--- src/rtl/avm_arb_pkg.sv ---
// avm_arb_pkg: shared state/grant enums and default widths for avm_burst_arbiter.
package avm_arb_pkg;
  localparam int AVM_ADDR_W  = 26;
  localparam int AVM_DATA_W  = 16;
  localparam int AVM_BURST_W = 8;
  typedef enum logic [1:0] {IDLE, WR_BURST, RD_CMD} state_e;
  typedef enum logic {GNT_WR, GNT_RD} grant_e;
endpackage

--- src/rtl/avm_arb_beat_cnt.sv ---
// avm_arb_beat_cnt: write-burst beat counter; a zero burstcount loads as a single beat.
module avm_arb_beat_cnt #(
  parameter int W = 8
) (
  input  logic         clk,
  input  logic         reset_n,
  input  logic         load,
  input  logic         dec,
  input  logic [W-1:0] load_val,
  output logic         last
);
  logic [W-1:0] cnt_q, cnt_d;
  always_comb cnt_d = load ? (load_val == '0 ? W'(1) : load_val) : dec ? cnt_q - W'(1) : cnt_q;
  always_ff @(posedge clk or negedge reset_n)
    if (!reset_n) cnt_q <= '0;
    else cnt_q <= cnt_d;
  assign last = cnt_q == W'(1);
endmodule

--- src/rtl/avm_burst_arbiter.sv ---
// avm_burst_arbiter: arbitrates a write master and a read master onto one Avalon-MM burst slave.
// Define AVM_ARB_RR_EN for round-robin conflict resolution; otherwise write beats read.
module avm_burst_arbiter
  import avm_arb_pkg::*;
#(
  parameter int ADDR_W  = AVM_ADDR_W,
  parameter int DATA_W  = AVM_DATA_W,
  parameter int BURST_W = AVM_BURST_W
) (
  input  logic               clk,
  input  logic               reset_n,
  input  logic [ADDR_W-1:0]  wr_address,
  input  logic               wr_write,
  input  logic [DATA_W-1:0]  wr_writedata,
  input  logic [BURST_W-1:0] wr_burstcount,
  output logic               wr_waitrequest,
  input  logic [ADDR_W-1:0]  rd_address,
  input  logic               rd_read,
  input  logic [BURST_W-1:0] rd_burstcount,
  output logic               rd_waitrequest,
  output logic [DATA_W-1:0]  rd_readdata,
  output logic               rd_readdatavalid,
  output logic [ADDR_W-1:0]  s_address,
  output logic               s_write,
  output logic               s_read,
  output logic [DATA_W-1:0]  s_writedata,
  output logic [BURST_W-1:0] s_burstcount,
  input  logic               s_waitrequest,
  input  logic [DATA_W-1:0]  s_readdata,
  input  logic               s_readdatavalid
);
  state_e state_q, state_d;
  logic   idle, in_wr, in_rd, wr_win, wr_acc, rd_acc, last_beat;
`ifdef AVM_ARB_RR_EN
  grant_e last_grant_q, last_grant_d;
  // a contested grant goes to the master that was not served last
  assign wr_win = wr_write && !(rd_read && last_grant_q == GNT_WR);
  always_comb last_grant_d = idle && wr_win ? GNT_WR : idle && rd_read ? GNT_RD : last_grant_q;
  always_ff @(posedge clk or negedge reset_n)
    if (!reset_n) last_grant_q <= GNT_RD;
    else last_grant_q <= last_grant_d;
`else
  assign wr_win = wr_write;
`endif
  always_comb begin
    idle   = state_q == IDLE;
    in_wr  = state_q == WR_BURST;
    in_rd  = state_q == RD_CMD;
    wr_acc = in_wr && wr_write && !s_waitrequest;
    rd_acc = in_rd && rd_read && !s_waitrequest;
    state_d = idle ? (wr_win ? WR_BURST : rd_read ? RD_CMD : IDLE)
            : ((wr_acc && last_beat) || rd_acc) ? IDLE : state_q;
  end
  always_ff @(posedge clk or negedge reset_n)
    if (!reset_n) state_q <= IDLE;
    else state_q <= state_d;
  avm_arb_beat_cnt #(.W(BURST_W)) u_beat_cnt (
    .clk      (clk),
    .reset_n  (reset_n),
    .load     (idle && wr_win),
    .dec      (wr_acc),
    .load_val (wr_burstcount),
    .last     (last_beat)
  );
  // async reset forces IDLE, which alone drives the quiet slave-side values
  always_comb begin
    s_address        = in_wr ? wr_address : in_rd ? rd_address : '0;
    s_write          = in_wr && wr_write;
    s_read           = in_rd && rd_read;
    s_writedata      = in_wr ? wr_writedata : '0;
    s_burstcount     = in_wr ? wr_burstcount : in_rd ? rd_burstcount : '0;
    wr_waitrequest   = in_wr ? s_waitrequest : 1'b1;
    rd_waitrequest   = in_rd ? s_waitrequest : 1'b1;
    rd_readdata      = s_readdata;
    rd_readdatavalid = s_readdatavalid;
  end
endmodule

--- config.mk ---
export PLATFORM = sky130hd
export DESIGN_NAME = avm_burst_arbiter
export DESIGN_NICKNAME = d
export VERILOG_FILES = /design/src/rtl/avm_arb_pkg.sv /design/src/rtl/avm_arb_beat_cnt.sv /design/src/rtl/avm_burst_arbiter.sv
export SDC_FILE = /design/constraint.sdc
export NUM_CORES = 1
export LEC_CHECK = 0
export CAP_MARGIN = 15
export CORE_ASPECT_RATIO = 0.9
export CORE_MARGIN = 2
export CORE_UTILIZATION = 26
export DETAILED_ROUTE_END_ITERATION = 10
export GPL_TIMING_DRIVEN = 0
export PLACE_DENSITY = 0.88
export SLEW_MARGIN = 25
export SYNTH_ARGS = -nofsm -noshare
export SYNTH_HDL_FRONTEND = slang
export SYNTH_SLANG_ARGS = --single-unit
--- constraint.sdc ---
create_clock -name clk -period 3.2 [get_ports clk]
set_clock_uncertainty 0.15 [all_clocks]
set_input_delay 0.48 -clock clk [delete_from_list [all_inputs] [get_ports clk]]
set_output_delay 0.48 -clock clk [all_outputs]
set_load 0.01 [all_outputs]
==> results of run 1 <==
==> worst paths after layout <==
path | slack [ps] | end | startpoint | cells past startpoint
max in group asynchronous | 2150 | state_q[0] | reset_n | 1
setup reg to reg | 1380 | u_beat_cnt.cnt_q[3] | u_beat_cnt.cnt_q[0] | 3
hold reg to reg | 440 | u_beat_cnt.cnt_q[7] | u_beat_cnt.cnt_q[7] | 2
setup / recovery | 250 | s_address[11] | state_q[0] | 6
hold / removal | 430 | u_beat_cnt.cnt_q[3] | reset_n | 1
min in group clk | 440 | u_beat_cnt.cnt_q[7] | u_beat_cnt.cnt_q[7] | 2
==> power by group through the flow <==
stage	clock network (uW)	registers [uW]	logic [uW]
floorplan	0	235	829
detailed placement	0	255	1710
finish	159	256	1700
CTS	161	253	1720
global placement	0	249	1680
global route	169	265	1840
==> cells by family (layout without fill, tap and decap cells) <==
group	count (synthesis)	after routing	synth area share
and+or+nand+nor	46	46	0.2352
AOI/OAI and AO/OA	52	52	0.3637
buffers and inverters	35	198	0.1658
DFF	10	10	0.2073
adders and majority gates	2	2	0.02072
xor gates and xnor gates	1	1	0.007255
==> routing by layer <==
metal / part of all wire / wire length, um / vias to the layer above
li1: - / - / 866
met5: 0 / 0 / -
met1: 0.40 / 2255 / 828
met4: 0.0048 / 27 / 0
met2: 0.52 / 2934 / 108
met3: 0.081 / 459 / 2
==> metrics by stage <==
stage                     total power, uW  setup WS [ps]  area [um2]  cells
after global routing                 2274          63.42        2934    371
final                                2113          250.9        2934    371
after global placement               1928          400.8        2877    367
after detailed placement             1962          393.4        2877    367
after CTS                            2129          143.1        2932    371
after floorplan                      1064           1303        1207    146
==> area by class of cell <==
cell class	instances	area, um2
timing repair buffer	159	1592
fill	388	1526
multi-input combinational	101	759.5
sequential	10	250.2
buffer	29	177.7
tap	62	77.57
clock buffer	4	55.05
inverter	6	22.52
==> registers in the layout (all words and copies together) (netlist names) <==
signal and count:
state_q 2, u_beat_cnt.cnt_q 8
==> worst max-delay path: cells and delay by family, from the launching register on <==
kind / cells / cell delay (ps)
buffers and inverters: 4 / 1390
flip-flops: 1 / 310
AO/OA/AOI/OAI: 1 / 240
AND/OR/NAND/NOR: 1 / 130
==> timing repair <==
action                                  4_1_cts  5_1_grt
resized for setup                             0        1
hold endpoints to repair                      0        0
endpoints found under the setup margin        0       30
hold buffers                                  0        0
==> synthesized netlist by cell type, drive strengths merged <==
cell type / instances / area share
a32oi: 1 / 0.0073
or2: 1 / 0.0052
nand2b: 3 / 0.016
or3b: 1 / 0.0073
a211oi: 1 / 0.0062
nor3b: 1 / 0.0062
o311ai: 3 / 0.022
o211ai: 1 / 0.0062
nor3: 1 / 0.0041
and4: 1 / 0.0073
nand4: 1 / 0.0052
nor2b: 1 / 0.0052
or4b: 1 / 0.011
nor2: 4 / 0.012
o21ai: 1 / 0.0041
a21o: 1 / 0.0062
and2: 17 / 0.088
nand2: 6 / 0.019
o221ai: 1 / 0.0073
clkbuf: 10 / 0.031
nor4bb: 1 / 0.0083
dfrtp: 10 / 0.21
or4: 1 / 0.0062
a21oi: 1 / 0.0041
a31oi: 1 / 0.0052
a211o: 2 / 0.015
inv: 6 / 0.019
nor4: 3 / 0.016
buf: 19 / 0.12
a221o: 1 / 0.0083
and4b: 1 / 0.0083
a311oi: 1 / 0.0073
o31ai: 2 / 0.012
a22oi: 1 / 0.0062
ha: 2 / 0.021
a22o: 34 / 0.25
or3: 2 / 0.010
xnor2: 1 / 0.0073
==> qor.txt, run 1 <==
Internal Pwr Total -> 1274 uW
Buffer depth of the longest clock path -> 2
Routed len/inst -> 15.30 um
Seq/Total Area, Yosys -> 0.2073
ANT nets after route -> 0
# IOs -> 177
Setup_tns -> 0 ps
H-tree Lvls -> 1
Root Buffer -> clkbuf_8
ANT cells -> 0
Synth unique cells -> 40
Most common cell after layout, fill and taps aside -> clkdlybuf4s50_1
Remaining global-route overflow -> 0
WP data arrival -> 2320 ps
Busiest grt layer -> met2
Post-CTS Setup Inserts -> 0
Total CTS buffers -> 3
Comb power frac -> 0.804
Die height -> 68.65 um
Synthesized flop and latch total -> 10
Residual DRC -> 0
Power per standard cell area -> 720.2 nW/um2
Fin. max-slew vios -> 0
Reg clk slew, reported paths -> 50 ps
Max Cap Viol -> 0
Syn Inst Count -> 146
Cell row count -> 23
Post-Syn Nets -> 254
Cell Area, Synth -> 1207 um2
Share of cells above drive strength 1 -> 0.08414
First-pass GRT wire length -> 7879 um
Final hold vios -> 0
Run status -> completed
Final Core Density -> 0.6578
Via count -> 1,804
Clk_lat worst skew -> 240 ps
Sw frac -> 0.3969
FMAX -> 339.1 MHz
Slew headroom -> 0.5785
Least-Margin Pin Slew -> 626.5 ps
Initial Util -> 0.2707
Met1 Track Usage GR -> 0.2594
Final critical-path share of the clock period -> 0.9216
Clk pwr share -> 0.075
Crit. End Element -> primary output
Worst-path fanout max -> 10
GR Layer Usage met2 -> 0.3459
Initial DRC Count -> 72
Hold Crit Class -> in -> async
Initial antenna violation count -> 0
Critical Path Source Type -> flip-flop
Largest net degree at the start of global routing -> 11
Layout Nets -> 418
Core box area -> 4461 um2
Unrepaired setup endpoints after global routing -> false
P_sw -> 838.7 uW
Die width -> 75.83 um
WHS -> 425.0 ps
Die ar. -> 5206 um2
Max VDD drop -> 0.3539 mV
Post-route minimum period -> 2949 ps
CTS tree -> yes
Layout area overhead -> 143.0%
M3 GR Usage -> 0.03924
Warnings from Yosys -> 0
WL final -> 5677 um
Crit path cell chain -> buf_4 > nor2b_1 > clkbuf_1 > clkbuf_1 > a22o_1 > clkdlybuf4s50_1
Worst setup path class -> reg -> out
Avg Inst Size Synth -> 8.270 um2
Vias/cell -> 4.863
Placer Congestion -> 0.9113
Vias in the first global route -> 1,712
Slowest-stage cell, CP -> clkdlybuf4s50_1
Number of port buffers -> 159
Commonest cells after routing, fill and taps aside -> 159 x clkdlybuf4s50_1, 34 x a22o_1, 18 x buf_4, 17 x and2_1
# clock sinks -> 10
Hpwl dp -> 4901 um
Total iterations of the first detailed-routing run -> 4
CP dominant cell by count -> clkbuf_1
Critical Path RT -> 2570 ps
Total GRT Usage -> 0.1986
Setup violators final -> 0
Seq pwr share -> 0.121
Static leakage -> 0.001155 uW
Crit-path max cell delay -> 540 ps
(Power assumes the default switching activity.)
==> run 2, diff against run 1 <==
SLEW_MARGIN = 20   (was 25)
==> results of run 2 <==
Final layout, timing and power as in run 1 (identical DEF).
